===== src/rtl/crt_timing_pkg.sv =====
// -----------------------------------------------------------------------------
// crt_timing_pkg
// Shared definitions for the CRT timing engine:
//   - default widths for the timing-field inputs (RES_W) and divider (DIV_W)
//   - timing_set_t: one complete video mode (4 horizontal + 4 vertical fields)
//   - VGA 640x480 reference mode
// -----------------------------------------------------------------------------
package crt_timing_pkg;

  localparam int RES_W_DEF = 10;
  localparam int DIV_W_DEF = 4;

  // One video mode; fields sized for the default RES_W.
  typedef struct packed {
    logic [RES_W_DEF-1:0] h_active;
    logic [RES_W_DEF-1:0] h_front;
    logic [RES_W_DEF-1:0] h_sync;
    logic [RES_W_DEF-1:0] h_back;
    logic [RES_W_DEF-1:0] v_active;
    logic [RES_W_DEF-1:0] v_front;
    logic [RES_W_DEF-1:0] v_sync;
    logic [RES_W_DEF-1:0] v_back;
  } timing_set_t;

  localparam int VGA_H_ACTIVE = 640;
  localparam int VGA_H_FRONT  = 16;
  localparam int VGA_H_SYNC   = 96;
  localparam int VGA_H_BACK   = 48;
  localparam int VGA_V_ACTIVE = 480;
  localparam int VGA_V_FRONT  = 10;
  localparam int VGA_V_SYNC   = 2;
  localparam int VGA_V_BACK   = 33;

  localparam timing_set_t VGA_640X480 = '{
    h_active: RES_W_DEF'(VGA_H_ACTIVE),
    h_front:  RES_W_DEF'(VGA_H_FRONT),
    h_sync:   RES_W_DEF'(VGA_H_SYNC),
    h_back:   RES_W_DEF'(VGA_H_BACK),
    v_active: RES_W_DEF'(VGA_V_ACTIVE),
    v_front:  RES_W_DEF'(VGA_V_FRONT),
    v_sync:   RES_W_DEF'(VGA_V_SYNC),
    v_back:   RES_W_DEF'(VGA_V_BACK)
  };

endpackage


===== src/rtl/crt_timing_if.sv =====
// -----------------------------------------------------------------------------
// crt_timing_if
// Bundles the control/geometry inputs and the video timing outputs of the
// CRT timing engine.
//   master : drives Enable, ClockDivide, geometry fields, sync polarities;
//            observes PixelClock, xpos/ypos, hsync/vsync, ActiveVideo,
//            LineEnd, FrameEnd.
//   slave  : the timing engine (mirror directions).
// Parameters RES_W / DIV_W must match those of the engine instance.
// -----------------------------------------------------------------------------
interface crt_timing_if import crt_timing_pkg::*; #(
  parameter int RES_W = RES_W_DEF,
  parameter int DIV_W = DIV_W_DEF
) ();

  logic             Enable;
  logic [DIV_W-1:0] ClockDivide;
  logic [RES_W-1:0] hActive;
  logic [RES_W-1:0] hFront;
  logic [RES_W-1:0] hSync;
  logic [RES_W-1:0] hBack;
  logic [RES_W-1:0] vActive;
  logic [RES_W-1:0] vFront;
  logic [RES_W-1:0] vSync;
  logic [RES_W-1:0] vBack;
  logic             hsyncPolarity;
  logic             vsyncPolarity;

  logic             PixelClock;
  logic [RES_W+1:0] xpos;
  logic [RES_W+1:0] ypos;
  logic             hsync;
  logic             vsync;
  logic             ActiveVideo;
  logic             LineEnd;
  logic             FrameEnd;

  modport master (
    output Enable, ClockDivide,
    output hActive, hFront, hSync, hBack,
    output vActive, vFront, vSync, vBack,
    output hsyncPolarity, vsyncPolarity,
    input  PixelClock, xpos, ypos, hsync, vsync, ActiveVideo, LineEnd, FrameEnd
  );

  modport slave (
    input  Enable, ClockDivide,
    input  hActive, hFront, hSync, hBack,
    input  vActive, vFront, vSync, vBack,
    input  hsyncPolarity, vsyncPolarity,
    output PixelClock, xpos, ypos, hsync, vsync, ActiveVideo, LineEnd, FrameEnd
  );

endinterface


===== src/rtl/crt_pixel_divider.sv =====
// -----------------------------------------------------------------------------
// crt_pixel_divider
// Generates a one-Clock pixel-tick enable every ClockDivide+1 Clocks.
// Ports:
//   ClockDivide : divide ratio minus one (0 -> tick every Clock)
//   Enable      : count when high; low clears the count and blocks ticks
//   PixelClock  : tick enable pulse (never asserted while Reset or Enable low)
//   Reset       : synchronous, active-low
//   Clock       : system clock
// -----------------------------------------------------------------------------
module crt_pixel_divider import crt_timing_pkg::*; #(
  parameter int DIV_W = DIV_W_DEF
) (
  input  logic [DIV_W-1:0] ClockDivide,
  input  logic             Enable,
  output logic             PixelClock,
  input  logic             Reset,
  input  logic             Clock
);

  logic [DIV_W-1:0] count;
  logic             at_end;

  // >= rather than == so a live shrink of ClockDivide below the current
  // count ends the period immediately instead of running the count around.
  assign at_end = (count >= ClockDivide);

  always_ff @(posedge Clock) begin
    if (!Reset || !Enable || at_end) begin
      count <= '0;
    end else begin
      count <= count + DIV_W'(1);
    end
  end

  assign PixelClock = Reset & Enable & at_end;

endmodule


===== src/rtl/crt_timing_engine.sv =====
// -----------------------------------------------------------------------------
// crt_timing_engine
// Programmable CRT/VGA raster timing generator. Each line and frame is laid
// out as active, front porch, sync, back porch. Counters advance on pixel
// ticks from crt_pixel_divider; hsync/vsync/ActiveVideo are decoded from the
// next counter values and registered on the tick so they line up with
// xpos/ypos.
// Ports:
//   Clock : system clock (rising edge)
//   Reset : synchronous, active-low; overrides Enable
//   bus   : crt_timing_if.slave (Enable, ClockDivide, geometry, polarities in;
//           PixelClock, xpos, ypos, hsync, vsync, ActiveVideo, LineEnd,
//           FrameEnd out)
// Build option:
//   CRT_SHADOW_REG_EN : geometry is shadowed during reset and at every
//                       FrameEnd so mid-frame edits apply from the next frame.
//                       Undefined: geometry inputs are used live.
// -----------------------------------------------------------------------------
module crt_timing_engine import crt_timing_pkg::*; #(
  parameter int RES_W = RES_W_DEF,
  parameter int DIV_W = DIV_W_DEF
) (
  input  logic          Clock,
  input  logic          Reset,
  crt_timing_if.slave   bus
);

  localparam int CW = RES_W + 2;
  typedef logic [CW-1:0]    cnt_t;
  typedef logic [RES_W-1:0] fld_t;

  // Segment sum at counter width (cannot overflow); an empty line/frame
  // is treated as one unit long so the wrap compare stays meaningful.
  function automatic cnt_t seg_total(fld_t a, fld_t b, fld_t c, fld_t d);
    cnt_t s;
    s = cnt_t'(a) + cnt_t'(b) + cnt_t'(c) + cnt_t'(d);
    return (s == '0) ? cnt_t'(1) : s;
  endfunction

  // Sync window [active+front, active+front+sync); a zero-length sync
  // yields an empty window.
  function automatic logic in_sync(cnt_t pos, fld_t act, fld_t front, fld_t len);
    cnt_t start;
    start = cnt_t'(act) + cnt_t'(front);
    return (pos >= start) && (pos < start + cnt_t'(len));
  endfunction

  function automatic logic sync_level(logic active, logic polarity);
    return polarity ? active : ~active;
  endfunction

  logic tick;
  logic x_wrap, y_wrap;
  logic line_end, frame_end;

  crt_pixel_divider #(.DIV_W(DIV_W)) u_divider (
    .ClockDivide (bus.ClockDivide),
    .Enable      (bus.Enable),
    .PixelClock  (tick),
    .Reset       (Reset),
    .Clock       (Clock)
  );

  // cur_* sets the line/frame length for wrap decisions; dec_* feeds the
  // sync/active decode of the next counter values.
  fld_t cur_h_active, cur_h_front, cur_h_sync, cur_h_back;
  fld_t cur_v_active, cur_v_front, cur_v_sync, cur_v_back;
  fld_t dec_h_active, dec_h_front, dec_h_sync;
  fld_t dec_v_active, dec_v_front, dec_v_sync;

`ifdef CRT_SHADOW_REG_EN
  fld_t sh_h_active, sh_h_front, sh_h_sync, sh_h_back;
  fld_t sh_v_active, sh_v_front, sh_v_sync, sh_v_back;

  always_ff @(posedge Clock) begin
    if (!Reset || frame_end) begin
      sh_h_active <= bus.hActive;
      sh_h_front  <= bus.hFront;
      sh_h_sync   <= bus.hSync;
      sh_h_back   <= bus.hBack;
      sh_v_active <= bus.vActive;
      sh_v_front  <= bus.vFront;
      sh_v_sync   <= bus.vSync;
      sh_v_back   <= bus.vBack;
    end
  end

  assign cur_h_active = sh_h_active;
  assign cur_h_front  = sh_h_front;
  assign cur_h_sync   = sh_h_sync;
  assign cur_h_back   = sh_h_back;
  assign cur_v_active = sh_v_active;
  assign cur_v_front  = sh_v_front;
  assign cur_v_sync   = sh_v_sync;
  assign cur_v_back   = sh_v_back;

  // Pixel (0,0) decoded on the FrameEnd tick belongs to the new frame, so
  // it is decoded with the geometry being captured on that same edge.
  assign dec_h_active = frame_end ? bus.hActive : sh_h_active;
  assign dec_h_front  = frame_end ? bus.hFront  : sh_h_front;
  assign dec_h_sync   = frame_end ? bus.hSync   : sh_h_sync;
  assign dec_v_active = frame_end ? bus.vActive : sh_v_active;
  assign dec_v_front  = frame_end ? bus.vFront  : sh_v_front;
  assign dec_v_sync   = frame_end ? bus.vSync   : sh_v_sync;
`else
  assign cur_h_active = bus.hActive;
  assign cur_h_front  = bus.hFront;
  assign cur_h_sync   = bus.hSync;
  assign cur_h_back   = bus.hBack;
  assign cur_v_active = bus.vActive;
  assign cur_v_front  = bus.vFront;
  assign cur_v_sync   = bus.vSync;
  assign cur_v_back   = bus.vBack;

  assign dec_h_active = bus.hActive;
  assign dec_h_front  = bus.hFront;
  assign dec_h_sync   = bus.hSync;
  assign dec_v_active = bus.vActive;
  assign dec_v_front  = bus.vFront;
  assign dec_v_sync   = bus.vSync;
`endif

  cnt_t htotal, vtotal;
  assign htotal = seg_total(cur_h_active, cur_h_front, cur_h_sync, cur_h_back);
  assign vtotal = seg_total(cur_v_active, cur_v_front, cur_v_sync, cur_v_back);

  // ---- stage p0: next counter values and their decode ----
  cnt_t xpos_p1, ypos_p1;
  cnt_t x_p0, y_p0;
  logic hsync_p0, vsync_p0, active_p0;

  always_comb begin
    x_p0   = xpos_p1;
    y_p0   = ypos_p1;
    // >= keeps the counters bounded after a live shrink of the geometry.
    x_wrap = (xpos_p1 >= htotal - cnt_t'(1));
    y_wrap = (ypos_p1 >= vtotal - cnt_t'(1));
    if (x_wrap) begin
      x_p0 = '0;
      y_p0 = y_wrap ? '0 : ypos_p1 + cnt_t'(1);
    end else begin
      x_p0 = xpos_p1 + cnt_t'(1);
    end
    hsync_p0  = sync_level(in_sync(x_p0, dec_h_active, dec_h_front, dec_h_sync),
                           bus.hsyncPolarity);
    vsync_p0  = sync_level(in_sync(y_p0, dec_v_active, dec_v_front, dec_v_sync),
                           bus.vsyncPolarity);
    active_p0 = (x_p0 < cnt_t'(dec_h_active)) && (y_p0 < cnt_t'(dec_v_active));
  end

  assign line_end  = tick & x_wrap;
  assign frame_end = line_end & y_wrap;

  // ---- stage p1: registered counters and video outputs ----
  logic hsync_p1, vsync_p1, active_p1;

  always_ff @(posedge Clock) begin
    if (!Reset) begin
      xpos_p1   <= '0;
      ypos_p1   <= '0;
      hsync_p1  <= ~bus.hsyncPolarity;
      vsync_p1  <= ~bus.vsyncPolarity;
      active_p1 <= 1'b0;
    end else if (tick) begin
      xpos_p1   <= x_p0;
      ypos_p1   <= y_p0;
      hsync_p1  <= hsync_p0;
      vsync_p1  <= vsync_p0;
      active_p1 <= active_p0;
    end
  end

  assign bus.PixelClock  = tick;
  assign bus.xpos        = xpos_p1;
  assign bus.ypos        = ypos_p1;
  assign bus.hsync       = hsync_p1;
  assign bus.vsync       = vsync_p1;
  assign bus.ActiveVideo = active_p1;
  assign bus.LineEnd     = line_end;
  assign bus.FrameEnd    = frame_end;

endmodule

===== src/flat_wrapper.sv =====
// flat-port wrapper written by rule: the top's interface ports become plain ports
module crt_timing_engine_flat import crt_timing_pkg::*;
#(
  parameter int RES_W = RES_W_DEF,
  parameter int DIV_W = DIV_W_DEF
)
  (Clock, Reset, bus_Enable, bus_ClockDivide, bus_hActive, bus_hFront, bus_hSync, bus_hBack, bus_vActive, bus_vFront, bus_vSync, bus_vBack, bus_hsyncPolarity, bus_vsyncPolarity, bus_PixelClock, bus_xpos, bus_ypos, bus_hsync, bus_vsync, bus_ActiveVideo, bus_LineEnd, bus_FrameEnd);
  crt_timing_if #(.RES_W(RES_W), .DIV_W(DIV_W)) bus_i ();
  input  logic Clock;
  input  logic Reset;
  input wire logic [$bits(bus_i.Enable)-1:0] bus_Enable;
  input wire logic [$bits(bus_i.ClockDivide)-1:0] bus_ClockDivide;
  input wire logic [$bits(bus_i.hActive)-1:0] bus_hActive;
  input wire logic [$bits(bus_i.hFront)-1:0] bus_hFront;
  input wire logic [$bits(bus_i.hSync)-1:0] bus_hSync;
  input wire logic [$bits(bus_i.hBack)-1:0] bus_hBack;
  input wire logic [$bits(bus_i.vActive)-1:0] bus_vActive;
  input wire logic [$bits(bus_i.vFront)-1:0] bus_vFront;
  input wire logic [$bits(bus_i.vSync)-1:0] bus_vSync;
  input wire logic [$bits(bus_i.vBack)-1:0] bus_vBack;
  input wire logic [$bits(bus_i.hsyncPolarity)-1:0] bus_hsyncPolarity;
  input wire logic [$bits(bus_i.vsyncPolarity)-1:0] bus_vsyncPolarity;
  output wire logic [$bits(bus_i.PixelClock)-1:0] bus_PixelClock;
  output wire logic [$bits(bus_i.xpos)-1:0] bus_xpos;
  output wire logic [$bits(bus_i.ypos)-1:0] bus_ypos;
  output wire logic [$bits(bus_i.hsync)-1:0] bus_hsync;
  output wire logic [$bits(bus_i.vsync)-1:0] bus_vsync;
  output wire logic [$bits(bus_i.ActiveVideo)-1:0] bus_ActiveVideo;
  output wire logic [$bits(bus_i.LineEnd)-1:0] bus_LineEnd;
  output wire logic [$bits(bus_i.FrameEnd)-1:0] bus_FrameEnd;
  assign bus_i.Enable = bus_Enable;
  assign bus_i.ClockDivide = bus_ClockDivide;
  assign bus_i.hActive = bus_hActive;
  assign bus_i.hFront = bus_hFront;
  assign bus_i.hSync = bus_hSync;
  assign bus_i.hBack = bus_hBack;
  assign bus_i.vActive = bus_vActive;
  assign bus_i.vFront = bus_vFront;
  assign bus_i.vSync = bus_vSync;
  assign bus_i.vBack = bus_vBack;
  assign bus_i.hsyncPolarity = bus_hsyncPolarity;
  assign bus_i.vsyncPolarity = bus_vsyncPolarity;
  assign bus_PixelClock = bus_i.PixelClock;
  assign bus_xpos = bus_i.xpos;
  assign bus_ypos = bus_i.ypos;
  assign bus_hsync = bus_i.hsync;
  assign bus_vsync = bus_i.vsync;
  assign bus_ActiveVideo = bus_i.ActiveVideo;
  assign bus_LineEnd = bus_i.LineEnd;
  assign bus_FrameEnd = bus_i.FrameEnd;
  crt_timing_engine #(.RES_W(RES_W), .DIV_W(DIV_W)) u_core (.Clock(Clock), .Reset(Reset), .bus(bus_i));
endmodule

===== config.mk =====
export PLATFORM = sky130hd
export DESIGN_NAME = crt_timing_engine_flat
export DESIGN_NICKNAME = d
export VERILOG_FILES = /design/src/rtl/crt_timing_pkg.sv /design/src/rtl/crt_timing_if.sv /design/src/rtl/crt_pixel_divider.sv /design/src/rtl/crt_timing_engine.sv /design/src/flat_wrapper.sv
export SDC_FILE = /design/constraint.sdc
export NUM_CORES = 1
export LEC_CHECK = 0
export CORE_MARGIN = 4
export CORE_UTILIZATION = 56
export CTS_CLUSTER_SIZE = 12
export DETAILED_ROUTE_END_ITERATION = 8
export PLACE_DENSITY = 0.87
export REMOVE_ABC_BUFFERS = 1
export SYNTH_ARGS = -nofsm -noshare
export SYNTH_HDL_FRONTEND = slang
export SYNTH_SLANG_ARGS = --single-unit

===== constraint.sdc =====
create_clock -name Clock -period 20.9 [get_ports Clock]
set_clock_uncertainty 0.15 [all_clocks]
set_input_delay 6.27 -clock Clock [delete_from_list [all_inputs] [get_ports Clock]]
set_output_delay 6.27 -clock Clock [all_outputs]
set_load 0.05 [all_outputs]

### Word-level counts from Yosys, hierarchy flattened

Cells that the tools add are included.

* bits in registers: 31
* logic and storage cells: 55
* output and inout port bits: 30
* input port bits: 89

* reductions and logical operators: 9
* equal/unequal tests: 1
* bitwise logic cells: 8
* add/sub/neg operators: 11
* order comparisons: 9
* mux-type cells: 11

Operators with widths (count)
* 2-to-1 mux 12 bit: 5
* adder 12 x 10 -> 12 bit: 4
* greater-or-equal comparator 12 bit: 4
* adder 12 x 1 -> 12 bit (second input constant): 2
* zero test 12 bit: 2
* < comparator 12 x 10 -> 1 bit: 2
* < comparator 12 bit: 2
* subtractor 12 x 1 -> 12 bit (second input constant): 2
* adder 10 x 10 -> 11 bit: 2
* 2-to-1 mux 1 bit: 6
* adder 4 x 1 -> 4 bit (second input constant): 1
* AND 1 bit: 4
* greater-or-equal comparator 4 bit: 1
* inverter 1 bit: 4
* logical AND 1 bit: 3
* zero test 1 bit: 2
* logical OR 1 bit: 2
* != test 2 x 1 -> 1 bit (second input constant): 1

### Logic depth before layout (Yosys ltp)

Gate-level depths: netlist (run 1).

* depth in word-level cells: 15
* mapped depth: 46
* mapped depth without buffers: 45

### Modules after synthesis

From an unflattened synthesis (run 1), not the netlist that was laid out.

* cells, all modules: 922
* area, all modules: 7178.1 sq um

Modules (own cells, without submodules)
* crt_timing_engine: seq. area each 560.5 sq um, instances 1, area an instance 6930.4 sq um, cells an instance 895
* crt_pixel_divider: seq. area each 80.1 sq um, instances 1, area an instance 247.7 sq um, cells an instance 27

### Worst setup path before layout (run 1)

No wires, ideal clock.

* path kind: input to output
* from: input port bus_vFront[1]
* to: output port bus_FrameEnd
* arrival: 13419 ps
* cell stages on the path: 35
* data required time: 14480 ps
* path buffers: 1
* setup slack: 1061 ps
* cell sequence: ha_1 -> a21o_1 -> a21oi_1 -> o21bai_1 -> a21oi_1 -> o21bai_1 -> a21oi_1 -> xnor2_1 -> ha_1 -> a2111oi_0 -> and2_1 -> nor2_1 -> xor2_1 -> ha_1 -> a21oi_1 -> nand2_1 -> a41o_1 -> nand2_1 -> nand2b_1 -> a41o_1 -> o311ai_2 -> nor2b_1 -> ha_1 -> inv_1 -> or2_2 -> nor4_1 -> nor3b_1 -> nor3b_1 -> xor2_1 -> ha_1 -> and4_1 -> o211ai_1 -> o211ai_1 -> clkbuf_1 -> and3_1

* cells in the longest elaborated chain, start to end: 8

RTL lines
* start: declaration: RTL line flat_wrapper.sv:18 `input wire logic [$bits(bus_i.vFront)-1:0] bus_vFront;`
* adder 10 x 10 -> 11 bit (*): RTL line crt_timing_engine.sv:36 `s = cnt_t'(a) + cnt_t'(b) + cnt_t'(c) + cnt_t'(d);`
* adder 12 x 10 -> 12 bit (*) (2 in a row): RTL line crt_timing_engine.sv:36
* zero test 12 bit: RTL line crt_timing_engine.sv:37 `return (s == '0) ? cnt_t'(1) : s;`
* 2-to-1 mux 12 bit (*): RTL line crt_timing_engine.sv:37
* subtractor 12 x 1 -> 12 bit (*): RTL line crt_timing_engine.sv:137 `y_wrap = (ypos_p1 >= vtotal - cnt_t'(1));`
* greater-or-equal comparator 12 bit (*): RTL line crt_timing_engine.sv:137
* AND 1 bit (*): RTL line crt_timing_engine.sv:152 `assign frame_end = line_end & y_wrap;`
* end: declaration: RTL line flat_wrapper.sv:30 `output wire logic [$bits(bus_i.FrameEnd)-1:0] bus_FrameEnd;`

Every way passes the cells marked *; elsewhere a longest branch is shown, timed or not.

### Worst setup path in the final report (run 1)

* from: input port bus_vActive[1]
* to: output port bus_FrameEnd

* cells in the longest elaborated chain, start to end: 8

RTL lines
* start: declaration: RTL line flat_wrapper.sv:17 `input wire logic [$bits(bus_i.vActive)-1:0] bus_vActive;`
* adder 10 x 10 -> 11 bit (*): RTL line crt_timing_engine.sv:36
* adder 12 x 10 -> 12 bit (*) (2 in a row): RTL line crt_timing_engine.sv:36
* zero test 12 bit: RTL line crt_timing_engine.sv:37
* 2-to-1 mux 12 bit (*): RTL line crt_timing_engine.sv:37
* subtractor 12 x 1 -> 12 bit (*): RTL line crt_timing_engine.sv:137
* greater-or-equal comparator 12 bit (*): RTL line crt_timing_engine.sv:137
* AND 1 bit (*): RTL line crt_timing_engine.sv:152

Marks and branches as above.

==> out/metrics.cfg, run 1 <==
[pwr]
ir_drop_v=0.00005540
intPower_w=0.0003523
p_clk_share_pct=11.6
p_seq_share_pct=8.8
p_sw_w=0.0003397
total_power_w=0.0006920
p_per_area_mw_per_mm2=80.22
combPwrFrac_pct=79.6
switching_share_pct=49.09
cellLeakagePower_nw=4.170

[logic_synthesis]
synthArstFlopShare_pct=0
synth.area.top_cells=ha_1, dfxtp_1, xnor2_1, inv_1, a21oi_1
synth_edf_count=2
synth_top_area_share_pct=28.25
yosys_warnings=0
post_synth_instance_area_mm2=0.007043
synth_top_cell_by_area=ha_1
synthTopCellsByCount=ha_1, inv_1, nand2_1
synth.distinct_cells=74
ys.flop_type=dfxtp_1
synth_most_common_cell=ha_1
synth_area_per_cell_um2=7.647
synthCells=921
ys_ff_latch=31
yosysSeqAreaShare_pct=9.096

[run]
max_cap_violations=0

[clock_network]
root_buffer=clkbuf_16
clkSinkCount=31
cts.clk_slew.worst_paths_ns=0.05
cts_tree=yes
numCtsBuffers=5
clk_latency_ns=0.27
htreeDepth=2
clockBufferDepth=2
ctsHoldBuffers=0

[placed_design]
dp_slack_ns=0.1543
numPlacedInstances=1193
io_buffers=118
place.gp.congestion=0.9370
dp_hpwl_um=16110

[timing]
fin_crit_sh_pct=97.37
slew_headroom_pct=42.01
timing.fmax_mhz=49.14
rsz0062_at_grt=false
fin_crit_ns=20.35
finalWorstSetupSlack_ns=0.5505
hold_violations=0
setup_viol=0
tightest_slew_ns=0.8625
report.final.slew_viol_count=0
tns_ns=0

[setup_path]
cp.depth=36
cpMostUsedCell=ha_1
path_class=in2out
slowest_stage=clkdlybuf4s50_1
r2r_slack_ns=15.96
cp.arrival_ns=13.93
reg2reg_to=u_core.bus.ActiveVideo$_SDFFE_PN0P_
startpoint_type=primary input
cp.required_ns=14.48
r2r_start=u_core.bus.xpos[0]$_SDFFE_PN0P_
cp_max_fo=5
cp-end-kind=output port
startpoint=bus_vActive[1]
path_buf_inv=3
crit_family=compound AO/OA/AOI/OAI gates
cp-endpoint=bus_FrameEnd
reg2reg_depth=15
critPathMaxStageDelay_ns=0.53

[layout]
drive_gt1_share_pct=3.675
utilization_pct=70.94
areaGrowthSynthToFinish_pct=22.49
fillCellCount=991
regArea_um2=640.6
multi_input_area_mm2=0.006018
nets=1287
antenna_cells=0
fin_cells=1202

[grt]
grt_usage_pct=25.82
grt_pass1_wl_um=31420
grt_max_degree=41
antenna_found_initial=0
grt_pass1_vias=6832
overflow=0

[floorplan]
core_area_mm2=0.01216
num_rows=40
start_util_pct=57.91
die_x_um=120.1
pin_count=119
die_area_mm2=0.01443
die_h_um=120.1

[drt]
wirelength_um=19140
vias=7086
final_antenna_net_count=0
viasPerCell=5.895
drc_errors=0
dr.pass1.iters=8
routedWlPerCell_um=15.92
drtIter0Drc=503

[hold_path]
whs_path_depth=1
min_path_type=reg2reg

[outcome]
run_status=finished, final reports clean

==> layer usage <==
layer | part of all wire [%] | GRT usage (%) | up-vias
li1 | - | - | 3557
met3 | 6.8 | 3.440 | 33
met4 | 1.6 | 5.297 | 0
met2 | 45 | 42.61 | 283
met1 | 47 | 35.98 | 3213
met5 | 0 | 0 | -
==> metrics by stage <==
| step | hold slack, ns | cell area (um^2) |
|---|---|---|
| floorplan | 0.2797 | 6958 |
| global placement | 0.2969 | 8402 |
| detailed placement | 0.3056 | 8402 |
| CTS | 0.3169 | 8566 |
| global route | 0.3488 | 8627 |
| finish | 0.3112 | 8627 |
==> cells by family (layout without fill, tap and decap cells) <==
| group | after synthesis | count (layout) | share of synthesized area, % |
|---|---|---|---|
| buffers and inverters | 114 | 227 | 6.218 |
| AND/OR/NAND/NOR | 269 | 269 | 19.24 |
| XOR/XNOR | 81 | 81 | 10.07 |
| AO/OA/AOI/OAI | 257 | 257 | 24.85 |
| multiplexers | 4 | 4 | 0.5685 |
| flip-flops | 31 | 31 | 9.096 |
| adder cells (fa/ha/maj) | 165 | 165 | 29.95 |
==> power groups by stage <==
stage	combinational (W)	clock, W	sequential (W)
final	0.000551	0.0000803	0.0000610
after global routing	0.000612	0.0000839	0.0000610
after floorplan	0.000408	0	0.0000633
after detailed placement	0.000530	0	0.0000622
after global placement	0.000518	0	0.0000622
after CTS	0.000533	0.0000811	0.0000610
==> cell type report <==
class | instances | share of cell area (%)
Clock inverter | 3 | 0.4496
Clock buffer | 5 | 1.450
Timing Repair Buffer | 125 | 14.39
Sequential cell | 31 | 7.426
Tap cell | 168 | 2.437
Inverter | 94 | 4.090
Multi-Input combinational cell | 776 | 69.76
==> state kept, by name (all words and copies together), names as in the netlist <==
name	flops
u_core.bus.ypos	12
u_core.bus.vsync	1
u_core.u_divider.count	4
u_core.bus.hsync	1
u_core.bus.ActiveVideo	1
u_core.bus.xpos	12
==> how the worst min path moves through the flow <==
stage	startpoint	end	slack, ns
6_report	u_core.u_divider.count[0]$_SDFF_PP0_	u_core.u_divider.count[0]$_SDFF_PP0_	0.31
5_1_grt	u_core.u_divider.count[0]$_SDFF_PP0_	u_core.u_divider.count[0]$_SDFF_PP0_	0.35
3_5_place_dp	u_core.u_divider.count[0]$_SDFF_PP0_	u_core.u_divider.count[0]$_SDFF_PP0_	0.31
4_1_cts	u_core.u_divider.count[0]$_SDFF_PP0_	u_core.u_divider.count[0]$_SDFF_PP0_	0.32
3_3_place_gp	u_core.u_divider.count[0]$_SDFF_PP0_	u_core.u_divider.count[0]$_SDFF_PP0_	0.30
2_1_floorplan	u_core.u_divider.count[0]$_SDFF_PP0_	u_core.u_divider.count[0]$_SDFF_PP0_	0.28
==> cell usage in the layout, fill, tap and decap left out, types with 6 or more instances in the layout <==
master             n
a21o_1            35
nor2b_1           12
a21oi_1           68
o211ai_1           7
and4_1             6
o21ai_0           22
a211oi_1           8
o31ai_1           15
o21bai_1          10
nand2b_1          21
nand4_1            7
buf_4              8
xnor2_1           51
xor2_1            30
fa_1               6
ha_1             159
and2_1             8
dfxtp_1           29
and3_1            11
clkdlybuf4s50_1  116
o21ai_1           25
o21a_1            15
nor3_1            11
nand3_1           44
inv_1             92
nand2_1           77
nor2_1            41
==> repair_timing <==
action                                  in CTS  in global routing
gates resized for setup                      0                 10
endpoints found under the setup margin       0                  2
setup buffers                                0                  1
Power figures use the tool's default switching activity.
==> run 2: changes to the inputs <==
- CORE_ASPECT_RATIO: unset -> 1.1
==> out/metrics.cfg, run 2 (same netlist as run 1, synthesis figures left out) <==
[outcome]
run_status=finished, final reports clean

[layout]
final_cell_mix=ha_1, clkdlybuf4s50_1, inv_1
drive_gt1_share_pct=3.388
antenna_cells=0
fin_cells=1187
layout_commonest_cell=ha_1
nets=1286
areaGrowthSynthToFinish_pct=21.69

[setup_path]
cp.arrival_ns=13.92
critPathMaxStageDelay_ns=0.53
slowest_stage=clkdlybuf4s50_1
startpoint_type=primary input
cp.required_ns=14.48
cp-end-kind=output port
path_class=in2out
cpMostUsedCell=ha_1
cp_max_fo=5

[timing]
tns_ns=0
setup_viol=0
holdWs_ns=0.3036
fin_crit_sh_pct=97.32
finalWorstSetupSlack_ns=0.5591
tightest_slew_ns=0.7825
slew_headroom_pct=47.39
hold_violations=0
rsz0062_at_grt=false
fin_crit_ns=20.34
timing.fmax_mhz=49.16
report.final.slew_viol_count=0

[clock_network]
clockBufferDepth=2
cts.clk_slew.worst_paths_ns=0.05
clk_latency_ns=0.28
htreeDepth=2
numCtsBuffers=5
root_buffer=clkbuf_16
clkSinkCount=31
cts_setup_buffers=0
cts_tree=yes

[floorplan]
die_h_um=125.6
pin_count=119
num_rows=42
die_x_um=114.9
start_util_pct=57.77
core_area_mm2=0.01219
die_area_mm2=0.01444

[drt]
wirelength_um=19850
drtIter0Drc=378
routedWlPerCell_um=16.72
drc_errors=0
dr.pass1.iters=5
viasPerCell=6.009
vias=7133
final_antenna_net_count=0

[placed_design]
dp_hpwl_um=16620
io_buffers=118
dp_slack_ns=0.2734
numPlacedInstances=1179
place.gp.congestion=0.9263

[run]
max_cap_violations=0

[grt]
grt_pass1_wl_um=32210
overflow=0
grt.busiest_layer=met2
antenna_found_initial=0
use_met3_pct=3.791
use_met2_pct=46.90
grt_max_degree=41
grt_pass1_vias=6974
grt_usage_pct=26.68
use_met1_pct=32.93

[pwr]
ir_drop_v=0.00007916
p_per_area_mw_per_mm2=79.98
cellLeakagePower_nw=4.150

[hold_path]
min_path_type=reg2reg

==> run 2: cell types whose count changed in the layout (fill, tap and decap cells not counted) <==
| cell | previous run | this run |
|---|---|---|
| a2111oi_2 | 2 | 3 |
| a2111oi_1 | 1 | 0 |
| bufinv_16 | 1 | 0 |
| clkbuf_1 | 0 | 2 |
| buf_4 | 8 | 7 |
| nor3b_1 | 2 | 4 |
| clkinv_1 | 2 | 1 |
| nor3b_2 | 3 | 1 |
==> run 2: path summary, 6_finish.rpt <==
| path | to | slack [ns] | from | cells after the start |
|---|---|---|---|---|
| setup reg to reg | u_core.bus.vsync$_DFFE_PP_ | 15.87 | u_core.bus.xpos[0]$_SDFFE_PN0P_ | 17 |
| hold / removal | u_core.u_divider.count[0]$_SDFF_PP0_ | 0.30 | u_core.u_divider.count[0]$_SDFF_PP0_ | 1 |
| setup / recovery | bus_FrameEnd | 0.56 | bus_vActive[1] | 36 |
| hold reg to reg | u_core.u_divider.count[0]$_SDFF_PP0_ | 0.30 | u_core.u_divider.count[0]$_SDFF_PP0_ | 1 |
==> run 2: final cells by class <==
class | instances | area, um^2
clock inverter | 1 | 5.005
tap | 154 | 192.7
multi-input combinational | 776 | 6013
inverter | 94 | 352.8
sequential | 31 | 640.6
timing repair buffer | 124 | 1234
clock buffer | 7 | 132.6
fill | 959 | 3621
==> run 2: report_power, final <==
group | switching, W | total, W | internal (W)
Clock | 0.0000246 | 0.0000686 | 0.0000439
Combinational | 0.000323 | 0.000556 | 0.000233
Sequential | 0.000000509 | 0.0000609 | 0.0000604
Total | 0.000348 | 0.000685 | 0.000337
==> run 2: critical path: cells and delay by family <==
kind | cells | cell delay [ns]
compound gates | 13 | 2.73
buf+inv | 3 | 0.73
xor+xnor | 3 | 0.54
fa+ha+maj | 5 | 1.40
simple gates | 12 | 2.25
==> run 2: repair_timing <==
item                       CTS  global route
resized for setup            0             9
setup endpoints to repair    0             1
hold buffers                 0             0
==> run 2: routing by layer <==
layer / routed length [um] / share of wire (%)
met5: 0 / 0
met4: 772 / 3.9
met3: 1221 / 6.2
met2: 9594 / 48
met1: 8257 / 42
==> run 2: through the flow <==
| stage | area [um^2] | util, % | power, W |
|---|---|---|---|
| CTS | 8522 | 69.90 | 0.0006678 |
| global route | 8571 | 70.30 | 0.0007498 |
| global placement | 8384 | 68.77 | 0.0005822 |
| finish | 8571 | 70.30 | 0.0006855 |
| floorplan | 6958 | - | 0.0004712 |
| detailed placement | 8384 | 68.77 | 0.0005959 |
==> run 3: changes to the inputs <==
- GPL_TIMING_DRIVEN: unset -> 0
==> out/metrics.cfg, run 3 (same netlist as run 1, synthesis figures left out) <==
[layout]
areaGrowthSynthToFinish_pct=21.89
fin_cells=1183
finalInstanceArea_mm2=0.008584
antenna_cells=0
layout_commonest_cell=ha_1
drive_gt1_share_pct=4.179
utilization_pct=70.41
fillCellCount=969
final_cell_mix=ha_1, clkdlybuf4s50_1, inv_1
nets=1282

[placed_design]
io_buffers=118
dp_slack_ns=-1.113
numPlacedInstances=1173
dp_hpwl_um=15750
place_area_mm2=0.008332
place.gp.congestion=0.9224

[outcome]
run_status=finished, final reports clean

[timing]
fin_crit_ns=20.43
hold_violations=0
holdWs_ns=0.3080
slew_headroom_pct=16.75
timing.fmax_mhz=48.94
fin_crit_sh_pct=97.77
report.final.slew_viol_count=0
finalWorstSetupSlack_ns=0.4658
tightest_slew_ns=1.245
setup_viol=0

[pwr]
cellLeakagePower_nw=4.144
p_per_area_mw_per_mm2=78.76
ir_drop_v=0.00007687

[setup_path]
cp.required_ns=14.48
reg2reg_depth=16
r2r_start=u_core.bus.ypos[0]$_SDFFE_PN0P_
cp_max_fo=5
path_class=in2out
startpoint=bus_vActive[1]
critPathMaxStageDelay_ns=0.56
slowest_stage=clkdlybuf4s50_1
cpMostUsedCell=ha_1
reg2reg_to=u_core.bus.vsync$_DFFE_PP_
cp-end-kind=output port
r2r_slack_ns=15.50
cp.arrival_ns=14.01
startpoint_type=primary input

[floorplan]
num_rows=42
die_x_um=114.9
pin_count=119
die_area_mm2=0.01444
core_area_mm2=0.01219
start_util_pct=57.77
die_h_um=125.6

[grt]
grt_pass1_wl_um=30560
grt_pass1_vias=6798
overflow=0
antenna_found_initial=0
grt_max_degree=41
grt_usage_pct=25.21

[drt]
viasPerCell=5.945
routedWlPerCell_um=16.02
dr.pass1.iters=5
drc_errors=0
drtIter0Drc=361
wirelength_um=18950
vias=7033
final_antenna_net_count=0

[clock_network]
cts.clk_slew.worst_paths_ns=0.05
clkSinkCount=31
ctsHoldBuffers=0
clk_latency_ns=0.28
numCtsBuffers=5
root_buffer=clkbuf_16
clockBufferDepth=2
htreeDepth=2
cts_tree=yes

[hold_path]
whs_path_depth=1
hold_start=u_core.u_divider.count[0]$_SDFF_PP0_
whs_endpoint=u_core.u_divider.count[0]$_SDFF_PP0_
min_path_type=reg2reg

[run]
max_cap_violations=0

run 3: cell count changes in the layout (fill, tap and decap cells not counted), moves of 2 or more:
cell      previous run  this run
nor3b_2              1         3
ha_1               159       157
nor3b_1              4         2
clkinv_2             1         3
ha_2                 0         2
clkbuf_1             2         0
buf_4                7         1
run 3: layout make-up:
cell class,instances,area [um^2],share of cell area (%)
tap,154,192.7,2.245
clock buffer,5,125.1,1.458
multi-input combinational,777,6077,70.79
clock inverter,3,15.01,0.1749
sequential,31,640.6,7.462
inverter,94,352.8,4.110
timing repair buffer,119,1181,13.76
run 3: worst max-delay path, delay by kind of cell:
family,cells,cell delay [ns]
buffers and inverters,3,0.84
and+or+nand+nor,12,2.20
xor gates and xnor gates,3,0.51
AOI/OAI and AO/OA,13,2.75
adders and majority gates,5,1.43
run 3: timing repair:
action,in CTS,in global routing
endpoints found under the setup margin,2,2
cloned,1,0
pin swaps,2,0
gates resized for setup,12,18
setup buffers,1,0
run 3: metal layers:
metal  wire length, um  vias to the layer above  GRT usage [%]
met5                 0                        -              0
met4               567                        0          8.149
met3              1329                       38          3.359
met2              9156                      244          44.31
met1              7895                     3195          31.49
li1                  -                     3556              -
run 3: report_power, final:
part / total (W) / internal [W] / leakage, nW / switching (W)
logic: 0.000546 / 0.000235 / 3.82 / 0.000311
registers: 0.0000609 / 0.0000604 / 0.253 / 0.000000474
clock network: 0.0000688 / 0.0000433 / 0.0733 / 0.0000254
total: 0.000676 / 0.000339 / 4.14 / 0.000337
run 3: per-stage QoR:
step           setup TNS [ns]   power, W
6_report                    0  0.0006761
3_3_place_gp           -1.416  0.0005699
5_1_grt              -0.02157  0.0007431
3_5_place_dp           -1.501  0.0005851
2_1_floorplan               0  0.0004712
4_1_cts                     0  0.0006607
run 3: worst max-delay path by stage:
stage | to | slack, ns | depth (start not counted)
after floorplan | bus_FrameEnd | 1.02 | 34
after global placement | bus_FrameEnd | -1.08 | 36
after detailed placement | bus_FrameEnd | -1.11 | 36
after CTS | bus_FrameEnd | 0.05 | 36
after global routing | bus_FrameEnd | -0.02 | 36
final | bus_FrameEnd | 0.47 | 36
